[config.mk]
export PLATFORM = sky130hd
export DESIGN_NAME = hdmi_pattern_gen_flat
export DESIGN_NICKNAME = d
export VERILOG_FILES = /design/src/rtl/hdmi_pkg.sv /design/src/rtl/hdmi_pattern_gen_if.sv /design/src/rtl/hdmi_timing_gen.sv /design/src/rtl/hdmi_pattern_gen.sv /design/src/flat_wrapper.sv
export SDC_FILE = /design/constraint.sdc
export NUM_CORES = 1
export LEC_CHECK = 0
export BUFFER_PORTS_ARGS = -buffer_cell sky130_fd_sc_hd__buf_2
export CAP_MARGIN = 20
export CORE_MARGIN = 2
export CORE_UTILIZATION = 25
export DETAILED_ROUTE_END_ITERATION = 12
export GPL_TIMING_DRIVEN = 1
export SLEW_MARGIN = 20
export SYNTH_ARGS = -nofsm -noshare
export SYNTH_HDL_FRONTEND = slang
export SYNTH_HIERARCHICAL = 1
export SYNTH_SLANG_ARGS = --single-unit
[constraint.sdc]
create_clock -name clk -period 7.7 [get_ports clk]
set_input_delay 1.925 -clock clk [delete_from_list [all_inputs] [get_ports clk]]
set_output_delay 1.925 -clock clk [all_outputs]
set_load 0.05 [all_outputs]
[src/rtl/hdmi_pkg.sv]
// Shared definitions for the HDMI/VGA pattern generator family:
// pattern-mode encodings, colour bar table and raster total helper.
package hdmi_pkg;

  typedef enum logic [1:0] {
    MODE_BARS  = 2'd0,
    MODE_CHECK = 2'd1,
    MODE_RECT  = 2'd2,
    MODE_RAMP  = 2'd3
  } mode_e;

  // One {r,g,b} full-scale enable triple per bar; bar 0 (white) sits in the low slot.
  localparam logic [7:0][2:0] BAR_TABLE = {
    3'b000,  // 7 black
    3'b001,  // 6 blue
    3'b100,  // 5 red
    3'b101,  // 4 magenta
    3'b010,  // 3 green
    3'b011,  // 2 cyan
    3'b110,  // 1 yellow
    3'b111   // 0 white
  };

  function automatic int line_total(input int active, input int fp, input int sync, input int bp);
    return active + fp + sync + bp;
  endfunction

endpackage

[src/rtl/hdmi_pattern_gen_if.sv]
// Configuration and video output bundle between the pattern generator
// (master) and the HDMI transmitter / register block (slave).
interface hdmi_pattern_gen_if #(
  parameter int COLOR_W = 8
);
  logic [1:0]         mode;
  logic [11:0]        rect_x;
  logic [11:0]        rect_y;
  logic [11:0]        rect_w;
  logic [11:0]        rect_h;
  logic               de;
  logic               hs;
  logic               vs;
  logic               frame_start;
  logic [COLOR_W-1:0] vga_r;
  logic [COLOR_W-1:0] vga_g;
  logic [COLOR_W-1:0] vga_b;

  modport master (
    input  mode, rect_x, rect_y, rect_w, rect_h,
    output de, hs, vs, frame_start, vga_r, vga_g, vga_b
  );

  modport slave (
    output mode, rect_x, rect_y, rect_w, rect_h,
    input  de, hs, vs, frame_start, vga_r, vga_g, vga_b
  );
endinterface

[src/rtl/hdmi_timing_gen.sv]
// Raster counters with raw (unregistered, polarity-free) timing and pixel
// coordinates; reusable by any block that needs to follow the video raster.
module hdmi_timing_gen
  import hdmi_pkg::*;
#(
  parameter int H_ACTIVE = 640,
  parameter int H_FP     = 16,
  parameter int H_SYNC   = 96,
  parameter int H_BP     = 48,
  parameter int V_ACTIVE = 480,
  parameter int V_FP     = 10,
  parameter int V_SYNC   = 2,
  parameter int V_BP     = 33
) (
  input  logic        clk,
  input  logic        reset,
  output logic        active,
  output logic        hsync,
  output logic        vsync,
  output logic [11:0] x,
  output logic [11:0] y,
  output logic        frame_end
);

  localparam int H_TOTAL = line_total(H_ACTIVE, H_FP, H_SYNC, H_BP);
  localparam int V_TOTAL = line_total(V_ACTIVE, V_FP, V_SYNC, V_BP);

  localparam logic [11:0] H_LAST = 12'(H_TOTAL - 1);
  localparam logic [11:0] V_LAST = 12'(V_TOTAL - 1);
  localparam logic [11:0] H_ACT  = 12'(H_ACTIVE);
  localparam logic [11:0] V_ACT  = 12'(V_ACTIVE);
  localparam logic [11:0] HS_BEG = 12'(H_ACTIVE + H_FP);
  localparam logic [11:0] HS_END = 12'(H_ACTIVE + H_FP + H_SYNC);
  localparam logic [11:0] VS_BEG = 12'(V_ACTIVE + V_FP);
  localparam logic [11:0] VS_END = 12'(V_ACTIVE + V_FP + V_SYNC);

  logic [11:0] h_cnt;
  logic [11:0] v_cnt;

  always_ff @(posedge clk or posedge reset) begin
    if (reset) begin
      h_cnt <= '0;
      v_cnt <= '0;
    end else if (h_cnt == H_LAST) begin
      h_cnt <= '0;
      v_cnt <= (v_cnt == V_LAST) ? 12'd0 : v_cnt + 12'd1;
    end else begin
      h_cnt <= h_cnt + 12'd1;
    end
  end

  assign active    = (h_cnt < H_ACT) && (v_cnt < V_ACT);
  assign hsync     = (h_cnt >= HS_BEG) && (h_cnt < HS_END);
  assign vsync     = (v_cnt >= VS_BEG) && (v_cnt < VS_END);
  assign x         = h_cnt;
  assign y         = v_cnt;
  assign frame_end = (h_cnt == H_LAST) && (v_cnt == V_LAST);

endmodule

[src/rtl/hdmi_pattern_gen.sv]
// Test pattern source for HDMI/VGA bring-up: raster timing plus four patterns,
// with configuration latched only at frame boundaries to avoid tearing.
module hdmi_pattern_gen
  import hdmi_pkg::*;
#(
  parameter int H_ACTIVE = 640,
  parameter int H_FP     = 16,
  parameter int H_SYNC   = 96,
  parameter int H_BP     = 48,
  parameter int V_ACTIVE = 480,
  parameter int V_FP     = 10,
  parameter int V_SYNC   = 2,
  parameter int V_BP     = 33,
  parameter bit HS_POL   = 1'b0,
  parameter bit VS_POL   = 1'b0,
  parameter int COLOR_W  = 8
) (
  input  logic                clk,
  input  logic                reset,
  hdmi_pattern_gen_if.master  vid
);

  localparam logic [11:0] BAR_DIV = 12'(H_ACTIVE / 8);

  logic        raw_de, raw_hs, raw_vs, frame_end;
  logic [11:0] raw_x, raw_y;

  hdmi_timing_gen #(
    .H_ACTIVE(H_ACTIVE), .H_FP(H_FP), .H_SYNC(H_SYNC), .H_BP(H_BP),
    .V_ACTIVE(V_ACTIVE), .V_FP(V_FP), .V_SYNC(V_SYNC), .V_BP(V_BP)
  ) u_timing (
    .clk       (clk),
    .reset     (reset),
    .active    (raw_de),
    .hsync     (raw_hs),
    .vsync     (raw_vs),
    .x         (raw_x),
    .y         (raw_y),
    .frame_end (frame_end)
  );

  mode_e       mode_s;
  logic [11:0] rect_x_s, rect_y_s, rect_w_s, rect_h_s;

  always_ff @(posedge clk or posedge reset) begin
    if (reset) begin
      mode_s   <= MODE_BARS;
      rect_x_s <= '0;
      rect_y_s <= '0;
      rect_w_s <= '0;
      rect_h_s <= '0;
    end else if (frame_end) begin
      mode_s   <= mode_e'(vid.mode);
      rect_x_s <= vid.rect_x;
      rect_y_s <= vid.rect_y;
      rect_w_s <= vid.rect_w;
      rect_h_s <= vid.rect_h;
    end
  end

  logic        de1, hs1, vs1;
  logic [11:0] x1, y1;
  mode_e       mode1;

  always_ff @(posedge clk or posedge reset) begin
    if (reset) begin
      de1   <= 1'b0;
      hs1   <= 1'b0;
      vs1   <= 1'b0;
      x1    <= '0;
      y1    <= '0;
      mode1 <= MODE_BARS;
    end else begin
      de1   <= raw_de;
      hs1   <= raw_hs;
      vs1   <= raw_vs;
      x1    <= raw_x;
      y1    <= raw_y;
      mode1 <= mode_s;
    end
  end

  logic [11:0]        bar_idx;
  logic [2:0]         bar_rgb;
  logic [12:0]        px, py, rx0, rx1, ry0, ry1;
  logic               on_outline;
  logic [COLOR_W-1:0] r_n, g_n, b_n;

  // Rectangle edges are compared in 13 bits so x+w / y+h never wrap back on screen.
  always_comb begin
    bar_idx    = x1 / BAR_DIV;
    bar_rgb    = BAR_TABLE[(bar_idx > 12'd7) ? 3'd7 : bar_idx[2:0]];
    px         = {1'b0, x1};
    py         = {1'b0, y1};
    rx0        = {1'b0, rect_x_s};
    ry0        = {1'b0, rect_y_s};
    rx1        = rx0 + {1'b0, rect_w_s};
    ry1        = ry0 + {1'b0, rect_h_s};
    on_outline = (((px == rx0) || (px == rx1)) && (py >= ry0) && (py <= ry1)) ||
                 (((py == ry0) || (py == ry1)) && (px >= rx0) && (px <= rx1));
    r_n = '0;
    g_n = '0;
    b_n = '0;
    case (mode1)
      MODE_BARS: begin
        r_n = {COLOR_W{bar_rgb[2]}};
        g_n = {COLOR_W{bar_rgb[1]}};
        b_n = {COLOR_W{bar_rgb[0]}};
      end
      MODE_CHECK: begin
        r_n = {COLOR_W{x1[5] ^ y1[5]}};
        g_n = {COLOR_W{x1[5] ^ y1[5]}};
        b_n = {COLOR_W{x1[5] ^ y1[5]}};
      end
      MODE_RECT: begin
        g_n = {COLOR_W{on_outline}};
        b_n = {COLOR_W{on_outline}};
      end
      MODE_RAMP: begin
        r_n = x1[COLOR_W-1:0];
        g_n = x1[COLOR_W-1:0];
        b_n = x1[COLOR_W-1:0];
      end
    endcase
  end

  logic               de_q, hs_q, vs_q, fs_q;
  logic [COLOR_W-1:0] r_q, g_q, b_q;

  always_ff @(posedge clk or posedge reset) begin
    if (reset) begin
      de_q <= 1'b0;
      hs_q <= ~HS_POL;
      vs_q <= ~VS_POL;
      fs_q <= 1'b0;
      r_q  <= '0;
      g_q  <= '0;
      b_q  <= '0;
    end else begin
      de_q <= de1;
      hs_q <= hs1 ? HS_POL : ~HS_POL;
      vs_q <= vs1 ? VS_POL : ~VS_POL;
      fs_q <= de1 && (x1 == 12'd0) && (y1 == 12'd0);
      r_q  <= de1 ? r_n : '0;
      g_q  <= de1 ? g_n : '0;
      b_q  <= de1 ? b_n : '0;
    end
  end

  assign vid.de          = de_q;
  assign vid.hs          = hs_q;
  assign vid.vs          = vs_q;
  assign vid.frame_start = fs_q;
  assign vid.vga_r       = r_q;
  assign vid.vga_g       = g_q;
  assign vid.vga_b       = b_q;

endmodule
[src/flat_wrapper.sv]
// flat-port wrapper written by rule: the top's interface ports become plain ports
module hdmi_pattern_gen_flat import hdmi_pkg::*;
#(
  parameter int H_ACTIVE = 640,
  parameter int H_FP     = 16,
  parameter int H_SYNC   = 96,
  parameter int H_BP     = 48,
  parameter int V_ACTIVE = 480,
  parameter int V_FP     = 10,
  parameter int V_SYNC   = 2,
  parameter int V_BP     = 33,
  parameter bit HS_POL   = 1'b0,
  parameter bit VS_POL   = 1'b0,
  parameter int COLOR_W  = 8
)
  (clk, reset, vid_mode, vid_rect_x, vid_rect_y, vid_rect_w, vid_rect_h, vid_de, vid_hs, vid_vs, vid_frame_start, vid_vga_r, vid_vga_g, vid_vga_b);
  hdmi_pattern_gen_if #(.COLOR_W(COLOR_W)) vid_i ();
  input  logic clk;
  input  logic reset;
  input wire logic [$bits(vid_i.mode)-1:0] vid_mode;
  input wire logic [$bits(vid_i.rect_x)-1:0] vid_rect_x;
  input wire logic [$bits(vid_i.rect_y)-1:0] vid_rect_y;
  input wire logic [$bits(vid_i.rect_w)-1:0] vid_rect_w;
  input wire logic [$bits(vid_i.rect_h)-1:0] vid_rect_h;
  output wire logic [$bits(vid_i.de)-1:0] vid_de;
  output wire logic [$bits(vid_i.hs)-1:0] vid_hs;
  output wire logic [$bits(vid_i.vs)-1:0] vid_vs;
  output wire logic [$bits(vid_i.frame_start)-1:0] vid_frame_start;
  output wire logic [$bits(vid_i.vga_r)-1:0] vid_vga_r;
  output wire logic [$bits(vid_i.vga_g)-1:0] vid_vga_g;
  output wire logic [$bits(vid_i.vga_b)-1:0] vid_vga_b;
  assign vid_i.mode = vid_mode;
  assign vid_i.rect_x = vid_rect_x;
  assign vid_i.rect_y = vid_rect_y;
  assign vid_i.rect_w = vid_rect_w;
  assign vid_i.rect_h = vid_rect_h;
  assign vid_de = vid_i.de;
  assign vid_hs = vid_i.hs;
  assign vid_vs = vid_i.vs;
  assign vid_frame_start = vid_i.frame_start;
  assign vid_vga_r = vid_i.vga_r;
  assign vid_vga_g = vid_i.vga_g;
  assign vid_vga_b = vid_i.vga_b;
  hdmi_pattern_gen #(.H_ACTIVE(H_ACTIVE), .H_FP(H_FP), .H_SYNC(H_SYNC), .H_BP(H_BP), .V_ACTIVE(V_ACTIVE), .V_FP(V_FP), .V_SYNC(V_SYNC), .V_BP(V_BP), .HS_POL(HS_POL), .VS_POL(VS_POL), .COLOR_W(COLOR_W)) u_core (.clk(clk), .reset(reset), .vid(vid_i));
endmodule
# Word-level counts from Yosys, hierarchy flattened
# Memories as Yosys holds them, arrays and structs flattened.
# Index checks and enable logic that the tools add are counted.
[totals] regBits=131 romBits=24 input_bits=52 elab_cells=76 n_memories=1
[op_classes] addsub=4 div=1 magnitude_cmp=12 n_eq_ne=9 mux=12 bitwise_logic=1 reduce_logical=16
[memory_table] memory="(no name shown)" depth=8 word_bits=3 read_ports=1 rd_ports_with_merged_regs=0 wr=0 line="hdmi_pattern_gen.sv:92" source="bar_rgb = BAR_TABLE[(bar_idx > 12'd7) ? 3'd7 : bar_idx[2:0]];"
[op_table] op="$pmux W8 S4" count=2
[op_table] op="$add A12 B12 Y13" count=2
[op_table] op="$eq A12 B13 Y1" count=2
[op_table] op="$le A12 B13 Y1" count=2
[op_table] op="$add A12 B1 Y12 const B" count=2
[op_table] op="$eq A12 B10 Y1 const B" count=2
[op_table] op="$eq A12 B12 Y1" count=2
[op_table] op="$ge A12 B12 Y1" count=2
[op_table] op="$logic_not A12 Y1" count=2
[op_table] op="$lt A12 B10 Y1 const B" count=2
[op_table] op="$lt A12 B9 Y1 const B" count=2
[op_table] op="$mux W12" count=2
[op_table] op="$mux W8" count=3
[op_table] op="$pmux W8 S3" count=1
[op_table] op="$div A12 B7 Y12 const B" count=1
[op_table] op="$ge A12 B10 Y1 const B" count=1
[op_table] op="$ge A12 B9 Y1 const B" count=1
[op_table] op="$gt A12 B3 Y1 const B" count=1
[op_table] op="$logic_and A1 B1 Y1" count=10
[op_table] op="$mux W3" count=2
[op_table] op="$eq A2 B2 Y1 const B" count=2
[op_table] op="$lt A3 B4 Y1 const B" count=1
[op_table] op="$logic_or A1 B1 Y1" count=3
[op_table] op="$eq A2 B1 Y1 const B" count=1
[op_table] op="3 further kinds" count=4

# Logic depth before layout (Yosys ltp)
# Gate-level depths: netlist of the first run.
[depth] ltp_word=8 depth_mapped=19 ltp_nobuf=18

# Cells and area by module
# Netlist of the first run, hierarchy kept.
[by_module_without_submodules] mod="hdmi_pattern_gen" n_inst=1 cells_each=602 area_each_um2=6239.7 seq_area_each_um2=2680.1
[by_module_without_submodules] mod="hdmi_timing_gen" n_inst=1 cells_each=130 area_each_um2=1275.0 seq_area_each_um2=600.6

# Worst setup path before layout of the first run
# OpenSTA, ideal clock, no wires.
[synth_path] path_kind="flip-flop to flip-flop" startpoint="register u_core.rect_y_s[0]" endpoint="register u_core.g_q[4], in the netlist u_core/vid.vga_g[4]" setup_time_ns=0.128 t_arrival_ns=3.416 required_ns=7.572 slack_ns=4.156 stages_incl_launch_ff=16 path_buffers=1 path_cell_list="dfrtp_1 -> ha_1 -> fa_1 -> a211o_1 -> a21o_1 -> or4_1 -> o21ai_0 -> xor2_1 -> ha_1 -> and4_1 -> o211ai_1 -> a21oi_1 -> o211ai_1 -> a31oi_2 -> buf_4 -> a21oi_1"
[synth_via] elab_chain_len=8 elab_cells_between_ends=13 cone_classes="1 x add/sub; 2 x order compare; 2 x eq/ne; 2 x mux; 6 x reduce/logical"
[synth_rtl] item="from (decl)" line="hdmi_pattern_gen.sv:43" source="logic [11:0] rect_x_s, rect_y_s, rect_w_s, rect_h_s;"
[synth_rtl] item="from (signal assigned)" line="hdmi_pattern_gen.sv:55" source="rect_y_s <= vid.rect_y;"
[synth_rtl] item="branches (longest 5 deep; another with $add A12 B12 Y13)"
[synth_rtl] item="$logic_or A1 B1 Y1 (*)" line="hdmi_pattern_gen.sv:99" source="on_outline = (((px == rx0) || (px == rx1)) && (py >= ry0) && (py <= ry1)) ||"
[synth_rtl] item="$pmux W8 S4 (*)" line="hdmi_pattern_gen.sv:104" source="case (mode1)"
[synth_rtl] item="$mux W8 (*)" line="hdmi_pattern_gen.sv:145" source="g_q <= de1 ? g_n : '0;"
[synth_rtl] item="to (signal assigned)" line="hdmi_pattern_gen.sv:145"
[synth_rtl] item="to (decl)" line="hdmi_pattern_gen.sv:128" source="logic [COLOR_W-1:0] r_q, g_q, b_q;"
# Mark *: on every way between the ends.
# A chain may end at the register's enable or synchronous reset.

# Final worst setup path of the first run
[layout_path] startpoint="register u_core.rect_x_s[0]" endpoint="register u_core.g_q[0], in the netlist u_core/vid.vga_g[0]"
[layout_via] elab_chain_len=8 elab_cells_between_ends=13 cone_classes="1 x add/sub; 2 x order compare; 2 x eq/ne; 2 x mux; 6 x reduce/logical"
[layout_rtl] item="from (decl)" line="hdmi_pattern_gen.sv:43"
[layout_rtl] item="from (signal assigned)" line="hdmi_pattern_gen.sv:54" source="rect_x_s <= vid.rect_x;"
[layout_rtl] item="branches (longest 5 deep; another with $add A12 B12 Y13)"
[layout_rtl] item="$logic_or A1 B1 Y1 (*)" line="hdmi_pattern_gen.sv:99"
[layout_rtl] item="$pmux W8 S4 (*)" line="hdmi_pattern_gen.sv:104"
[layout_rtl] item="$mux W8 (*)" line="hdmi_pattern_gen.sv:145"
# Marked as above.

==> results of run 1 <==
area by class of cell:
type / instances / area, um2 / share of cell area
Clock buffer: 19 / 443 / 0.0496
Inverter: 50 / 190 / 0.0213
Clock inverter: 13 / 184 / 0.0206
Tap cell: 390 / 488 / 0.0546
Timing Repair Buffer: 81 / 410 / 0.0459
Multi-Input combinational cell: 529 / 3940 / 0.441
Sequential cell: 131 / 3280 / 0.367
power by group through the flow:
stage	logic (W)	clock network, W	registers, W
3_3_place_gp	0.0000287	0	0.000701
2_1_floorplan	0.0000101	0	0.000701
5_1_grt	0.0000327	0.000913	0.000688
3_5_place_dp	0.0000294	0	0.000701
6_report	0.0000273	0.000863	0.000689
4_1_cts	0.0000295	0.000879	0.000689
critical path, cell delays in order, from the launching register on:
cell and delay (ns):
dfrtp_1 0.39, ha_1 0.23, fa_1 0.43, a211oi_1 0.32, o21bai_1 0.13, a21oi_1 0.24, o21bai_1 0.09, a21oi_1 0.17
xor2_1 0.16, ha_1 0.26, nand3_1 0.10, nor4_1 0.06, inv_1 0.06, o21ai_0 0.08, a211oi_1 0.26, o31ai_1 0.14
a31oi_2 0.81, a21oi_1 0.15
state kept, by name, summed over array words and instances, names as in the netlist:
name,flops
u_core/hs1,1
u_core/vid.frame_start,1
u_core/vid.de,1
u_core/vid.vga_b,8
u_core/rect_w_s,12
u_core/vid.vga_g,8
u_core/vid.vs,1
u_core/rect_x_s,12
u_core/de1,1
u_core/vs1,1
u_core/y1,12
u_core/vid.hs,1
u_core/mode1,2
u_core/rect_h_s,12
u_core/x1,12
u_core/rect_y_s,12
u_core/vid.vga_r,8
u_core/u_timing/y,12
u_core/mode_s,2
u_core/u_timing/x,12
synthesized netlist by cell type (all sizes together) (6+ instances only):
cell type,n,area share
a21o,9,0.0090
a21oi,54,0.045
and3,8,0.0067
and4,7,0.0082
buf,15,0.012
clkbuf,7,0.0035
dfrtp,129,0.43
ha,76,0.13
inv,50,0.025
mux2,30,0.045
nand2,60,0.030
nand3,22,0.015
nand4,17,0.014
nor2,35,0.018
nor2b,9,0.0075
nor3,14,0.0093
nor4,9,0.0095
o211ai,8,0.0080
o21ai,54,0.037
or3,6,0.0050
xnor2,17,0.020
xor2,18,0.021
cells by family after synthesis:
group	Yosys count	share of synthesized area
buffers and inverters	72	0.0401
adder cells (fa/ha/maj)	79	0.133
flip-flops	131	0.437
XOR/XNOR	35	0.0408
AO/OA/AOI/OAI	170	0.153
AND/OR/NAND/NOR	215	0.151
multiplexers	30	0.0450
path summary, 6_finish.rpt:
kind                                    start             endpoint  slack (ns)  depth (start not counted)
hold / removal                     u_core/hs1        u_core/vid.hs        0.36                          1
setup / recovery           u_core/rect_x_s[0]  u_core/vid.vga_g[0]        3.44                         17
max in group asynchronous               reset   u_core/rect_y_s[9]        4.94                          3
setup reg to reg           u_core/rect_x_s[0]  u_core/vid.vga_g[0]        3.44                         17
min in group asynchronous               reset           u_core/vs1        1.57                          2
hold reg to reg                    u_core/hs1        u_core/vid.hs        0.36                          1
metrics by stage:
step / util / std cells / worst slack, ns / hold WS, ns
after detailed placement: 0.280 / 1181 / 3.46 / 0.359
after CTS: 0.302 / 1213 / 3.44 / 0.369
after global placement: 0.280 / 1181 / 3.53 / 0.349
after floorplan: - / 732 / 2.96 / 0.337
final: 0.302 / 1213 / 3.44 / 0.363
after global routing: 0.302 / 1213 / 3.07 / 0.388
routing by layer:
| metal | global-route usage | routed length [um] | share of wire | vias up |
|---|---|---|---|---|
| met4 | 0.0406 | 314 | 0.017 | 4 |
| li1 | - | - | - | 2798 |
| met2 | 0.195 | 8430 | 0.47 | 94 |
| met5 | 0 | 27 | 0.0015 | - |
| met3 | 0.0347 | 786 | 0.044 | 26 |
| met1 | 0.151 | 8400 | 0.47 | 2681 |
==> flow_summary.toml, run 1 <==
[timing]
rsz0062_at_grt = "no"
fin_skew_ns = 0.00871
slew_viol_final = 0
finalHoldViolCount = 0
finalCritPeriodShare = 0.553
tns_ns = 0
finalSetupViolations = 0
relSlewSlack = 0.309
fin_crit_ns = 4.26
max_freq_mhz = 235
worst_pin_slew_ns = 1.03

[clock_network]
cts_max_level = 4
cts_buffers = 17
cts_tree = "yes"
postCtsSetupBuffers = 0
cts_root_buffer = "clkbuf_16"
cts_buffer_depth = 2
ctsHoldBuffers = 0
post_cts_resized = 0
cts.sinks = 131
clk_pin_slew_ns = 0.06
clock_latency_ns = 0.43

[detailed_routing]
firstDrtPassIters = 4
first_iter_violations = 278
routed-via-count = 5603
ant_nets = 0
wl_per_cell_um = 14.8
post_drt_via_cell_ratio = 4.62
finalWirelength_um = 18000
drc_errors = 0

[setup_path]
critPathKind = "flop to flop"
worst_setup_path_end_kind = "flop"
start_kind = "flop"
cp.required_ns = 7.95
worstPathMaxFanout = 16
critical_path_arrival_ns = 4.51

[power]
internal-power_w = 0.00125
seqPwrFrac = 0.436
clkPwrFrac = 0.547
power.leakage_nw = 4.20
ir_worst_vdd_uv = 116
switchingPower_w = 0.000331
p_total_w = 0.00158
p_comb_frac = 0.017
netSwitchingFraction = 0.210
power.density_nw_per_um2 = 177

[synth]
yosysUniqueCellTypes = 70
ys_warn_count = 6
syn_inst = 732
async_flop_share = 1.00
avgSynthCellArea_um2 = 10.3
synth_edf_count = 0
ys_ff_latch = 131
synthFlopType = "dfrtp_1"
syn-cell-area_um2 = 7510
yosysSeqAreaShare = 0.437
syn-num-nets = 862

[placed_design]
hpwl_um = 13100
place.gp.congestion = 0.812
post_dp_cell_area_um2 = 8310
io_buffers = 79

[floorplanning]
coreArea_um2 = 29600
io_pins = 80
start_util = 0.254
fp.dieH_um = 177
dieWidth_um = 177
fp.dieArea_um2 = 31500
rows = 63

[global_routing]
grt_pass1_vias = 5611
antenna_found_initial = 2
grt_max_degree = 72
grt_use_total = 0.120
gr-total-overflow = 0
grt_pass1_wl_um = 29300

[finish]
n_fill_cell = 3145
nets = 940
drive_above_1_share = 0.216
area_growth_pct = 18.9
final_common_cell = "dfrtp_1"
layout_common_cells = "dfrtp_1, buf_2, ha_1"
insertedDiodeCount = 0
fin_area_um2 = 8940

[status]
outcome = "complete, no violations"

[worst_hold_path]
hold_class = "flop to flop"

[flow_run]
maxCapViolations = 0
Note: power is estimated with default switching activity, not from simulation.
==> run 2: changes to the inputs <==
Clock period 7.7 ns to 4 ns, I/O delays scaled along.
==> run 2 against run 1 <==
Compared with the run above: sequential power up 93%; count of clock-buffer cells in the layout increased by 2; global-route usage up 0.14 points; via count increased by 0.87%; sequential cell count is the same; combinational power grew 100%; utilization up 0.076 points; worst setup slack got worse by 3.2 ns.
==> flow_summary.toml, run 2 (synthesis results as in run 1) <==
[setup_path]
critPathKind = "flop to flop"
path_cells = "ha_1 > fa_1 > a211oi_2 > o21bai_1 > a21oi_1 > o21bai_1 > a21oi_1 > xor2_1 > ha_1 > or3_1 > a221oi_1 > a211oi_1 > o31ai_1 > a31oi_2 > buf_4 > a21oi_1"
worst_setup_path_end_kind = "flop"
crit_slowest_cell = "fa_1"
critical_path_arrival_ns = 4.06
cp.required_ns = 4.34
start_kind = "flop"
reg2regPathDepth = 16
crit_top_cell = "a21oi_1"
worstPathMaxFanout = 16
max_stage_delay_ns = 0.43

[detailed_routing]
wl_per_cell_um = 14.9
ant_nets = 0
finalWirelength_um = 18100
drc_errors = 0
first_iter_violations = 304
firstDrtPassIters = 5
routed-via-count = 5652
post_drt_via_cell_ratio = 4.65

[timing]
slew_viol_final = 0
setup_ws_ns = 0.278
fin_skew_ns = 0.00896
finalSetupViolations = 0
finalCritPeriodShare = 0.930
finalHoldViolCount = 0
rsz0062_at_grt = "no"
fin_crit_ns = 3.72
relSlewSlack = 0.368
worst_pin_slew_ns = 0.941
tns_ns = 0
max_freq_mhz = 269

[flow_run]
maxCapViolations = 0

[finish]
multiInputGateArea_um2 = 3960
area_growth_pct = 19.2
area.sequential_um2 = 3280
insertedDiodeCount = 0
layoutNonFillerInstCount = 1216
nets = 943
n_fill_cell = 3118
layout_common_cells = "dfrtp_1, buf_2, ha_1"
drive_above_1_share = 0.223
fin_area_um2 = 8960
final_common_cell = "dfrtp_1"

[power]
switchingPower_w = 0.000628
seqPwrFrac = 0.451
netSwitchingFraction = 0.213
power.density_nw_per_um2 = 328
internal-power_w = 0.00231
p_comb_frac = 0.019
clkPwrFrac = 0.531
ir_worst_vdd_uv = 257
power.leakage_nw = 4.21
p_total_w = 0.00294

[placed_design]
io_buffers = 79
place.gp.congestion = 0.827
preCtsSetupSlack_ns = 0.231
dpl.cell_count = 1184
hpwl_um = 13500
post_dp_cell_area_um2 = 8340

[floorplanning]
fp.dieH_um = 177
io_pins = 80
start_util = 0.254
fp.dieArea_um2 = 31500
coreArea_um2 = 29600
dieWidth_um = 177
rows = 63

[clock_network]
postCtsSetupBuffers = 0
cts_buffers = 17
clk_pin_slew_ns = 0.06
cts_buffer_depth = 2
cts_root_buffer = "clkbuf_16"
cts_tree = "yes"
cts.sinks = 131
ctsHoldBuffers = 0
cts_max_level = 4
clock_latency_ns = 0.42
post_cts_resized = 0

[worst_hold_path]
min_path_cells = 1
hold_class = "flop to flop"

[global_routing]
antenna_found_initial = 0
grt_pass1_wl_um = 30000
gr-total-overflow = 0
grt_use_total = 0.121
grt_max_degree = 72
grt_pass1_vias = 5764

[status]
outcome = "complete, no violations"
run 2: through the flow:
step | util | hold slack (ns)
final | 0.302 | 0.360
after global routing | 0.302 | 0.375
after CTS | 0.302 | 0.364
after detailed placement | 0.282 | 0.354
after global placement | 0.282 | 0.346
after floorplan | - | 0.337
run 2: final cells by class:
cell class	count	area share
repair buffers	84	0.0497
inverters	50	0.0212
multi-input cells	529	0.442
clock buffers	21	0.0525
clock inverters	11	0.0142
flip-flops and latches	131	0.366
well taps	390	0.0545
run 2: path summary, 6_finish.rpt:
check / startpoint / slack (ns) / endpoint
max in group asynchronous: reset / 2.48 / u_core/rect_x_s[10]
hold reg to reg: u_core/vs1 / 0.36 / u_core/vid.vs
min in group asynchronous: reset / 0.70 / u_core/rect_h_s[1]
setup reg to reg: u_core/rect_x_s[0] / 0.28 / u_core/vid.vga_g[4]
setup / recovery: u_core/rect_x_s[0] / 0.28 / u_core/vid.vga_g[4]
hold / removal: u_core/vs1 / 0.36 / u_core/vid.vs
run 2: critical path, delay by kind of cell (launching register included):
| family | cells | cell delay [ns] |
|---|---|---|
| buffers and inverters | 1 | 0.22 |
| AO/OA/AOI/OAI | 10 | 1.70 |
| AND/OR/NAND/NOR | 1 | 0.37 |
| adder cells (fa/ha/maj) | 3 | 0.84 |
| flip-flops | 1 | 0.40 |
| XOR/XNOR | 1 | 0.09 |
run 2: power by group through the flow:
stage / registers, W / clock network (W) / logic, W
6_report: 0.00133 / 0.00156 / 0.0000550
4_1_cts: 0.00133 / 0.00159 / 0.0000586
3_3_place_gp: 0.00135 / 0 / 0.0000577
3_5_place_dp: 0.00135 / 0 / 0.0000585
5_1_grt: 0.00132 / 0.00166 / 0.0000639
2_1_floorplan: 0.00135 / 0 / 0.0000195
run 2: layer usage:
layer | global-route usage | vias up | part of all wire
li1 | - | 2803 | -
met1 | 0.156 | 2714 | 0.47
met2 | 0.199 | 112 | 0.48
met3 | 0.0293 | 23 | 0.041
met4 | 0.0393 | 0 | 0.015
met5 | 0 | - | 0
==> run 3: changes to the inputs <==
Settings changed: CTS_BUF_LIST set to sky130_fd_sc_hd__clkbuf_4, CTS_CLUSTER_DIAMETER set to 80.
==> run 3 against run 2 <==
Compared with the run above: sequential power about the same; worst setup slack got worse by 0.039 ns; worst hold slack improved by 0.0074 ns; cell count is essentially flat; first-iteration DRC count rose by 7.2%; largest power group is now registers.
==> flow_summary.toml, run 3 (synthesis results as in run 1) <==
[status]
outcome = "complete, no violations"

[global_routing]
grt_use_total = 0.120
antenna_found_initial = 1
gr-total-overflow = 0
grt_pass1_wl_um = 29700
grt_max_degree = 72
grt_pass1_vias = 5735

[finish]
drive_above_1_share = 0.222
fin_area_um2 = 8640
layoutNonFillerInstCount = 1217
n_fill_cell = 3151
nets = 943
area_growth_pct = 15.0
fin_util = 0.292
layout_common_cells = "dfrtp_1, buf_2, ha_1"
final_common_cell = "dfrtp_1"

[timing]
rsz0062_at_grt = "no"
relSlewSlack = 0.367
max_freq_mhz = 266
finalHoldViolCount = 0
fin_skew_ns = 0.0271
worst_pin_slew_ns = 0.949
finalSetupViolations = 0
finalCritPeriodShare = 0.940
slew_viol_final = 0
tns_ns = 0
whs_ns = 0.367
fin_crit_ns = 3.76

[detailed_routing]
ant_nets = 0
firstDrtPassIters = 4
post_drt_via_cell_ratio = 4.66
first_iter_violations = 326
finalWirelength_um = 17900
drc_errors = 0
routed-via-count = 5675
wl_per_cell_um = 14.7

[power]
power.density_nw_per_um2 = 261
clkPwrFrac = 0.388
netSwitchingFraction = 0.239
power.leakage_nw = 4.07
switchingPower_w = 0.000538
seqPwrFrac = 0.587
p_comb_frac = 0.024
internal-power_w = 0.00172
ir_worst_vdd_uv = 136

[clock_network]
post_cts_resized = 0
cts_buffers = 17
cts_buffer_depth = 2
cts_max_level = 4
cts.sinks = 131
clock_latency_ns = 0.54
cts_tree = "yes"
clk_pin_slew_ns = 0.13
cts_root_buffer = "clkbuf_4"
postCtsSetupBuffers = 0
ctsHoldBuffers = 0

[setup_path]
worst-path-buf-inv = 1
crit_slowest_cell = "fa_1"
start_kind = "flop"
worst_setup_path_end_kind = "flop"
worstPathMaxFanout = 16
critical_path_arrival_ns = 4.22
critPathKind = "flop to flop"
cp.required_ns = 4.46
cp_top_family = "compound AO/OA/AOI/OAI gates"
path_cells = "ha_1 > fa_1 > a211oi_2 > o21bai_1 > a21oi_2 > o21bai_1 > a21oi_1 > xor2_1 > ha_1 > or3_1 > a221oi_1 > a211oi_1 > o31ai_1 > a31oi_2 > buf_4 > a21oi_1"
r2r_slack_ns = 0.24
max_stage_delay_ns = 0.43

[flow_run]
maxCapViolations = 0

[floorplanning]
start_util = 0.254
fp.dieArea_um2 = 31500
coreArea_um2 = 29600
io_pins = 80
fp.dieH_um = 177
dieWidth_um = 177
rows = 63

[worst_hold_path]
hold_class = "flop to flop"

[placed_design]
post_dp_cell_area_um2 = 8340
place.gp.congestion = 0.827
io_buffers = 79
dpl.cell_count = 1184
hpwl_um = 13500
-- run 3: worst register-to-register path: stages (launching register included) --
cell and delay (ns):
dfrtp_1 0.42, ha_1 0.24, fa_1 0.43, a211oi_2 0.24, o21bai_1 0.13, a21oi_2 0.18
o21bai_1 0.07, a21oi_1 0.17, xor2_1 0.09, ha_1 0.17, or3_1 0.37, a221oi_1 0.28
a211oi_1 0.14, o31ai_1 0.30, a31oi_2 0.05, buf_4 0.22, a21oi_1 0.16
-- run 3: layout make-up --
class,count,area (um2),share of cell area
multi-input combinational,529,3960,0.458
sequential,131,3280,0.380
tap,390,488,0.0565
timing repair buffer,84,445,0.0515
inverter,50,190,0.0220
clock inverter,14,139,0.0161
clock buffer,18,135,0.0156
antenna,1,2.50,0.000290
-- run 3: worst paths after layout --
| check | from | to | cells past startpoint |
|---|---|---|---|
| worst min register to register | u_core/vs1 | u_core/vid.vs | 1 |
| worst min-delay path | u_core/vs1 | u_core/vid.vs | 1 |
| worst max-delay path | u_core/rect_x_s[0] | u_core/vid.vga_g[4] | 16 |
| min in group asynchronous | reset | u_core/x1[7] | 2 |
| worst max register to register | u_core/rect_x_s[0] | u_core/vid.vga_g[4] | 16 |
| max in group asynchronous | reset | u_core/rect_x_s[11] | 3 |
-- run 3: through the flow --
stage / worst slack (ns) / total power (W)
2_1_floorplan: 0.186 / 0.00137
3_3_place_gp: 0.305 / 0.00141
3_5_place_dp: 0.231 / 0.00141
4_1_cts: 0.156 / 0.00230
5_1_grt: 0.0157 / 0.00236
6_report: 0.239 / 0.00225
-- run 3: per-layer routing --
| metal | share of wire | track usage | up-vias | wire length (um) |
|---|---|---|---|---|
| li1 | - | - | 2807 | - |
| met4 | 0.014 | 0.0376 | 0 | 259 |
| met5 | 0 | 0 | - | 0 |
| met2 | 0.48 | 0.196 | 119 | 8590 |
| met1 | 0.46 | 0.155 | 2730 | 8310 |
| met3 | 0.043 | 0.0287 | 19 | 766 |
-- run 3: power groups by stage --
stage	Combinational (W)	Clock [W]	Sequential, W
6_report	0.0000550	0.000875	0.00132
2_1_floorplan	0.0000195	0	0.00135
3_3_place_gp	0.0000577	0	0.00135
5_1_grt	0.0000637	0.000973	0.00132
3_5_place_dp	0.0000585	0	0.00135
4_1_cts	0.0000585	0.000914	0.00132
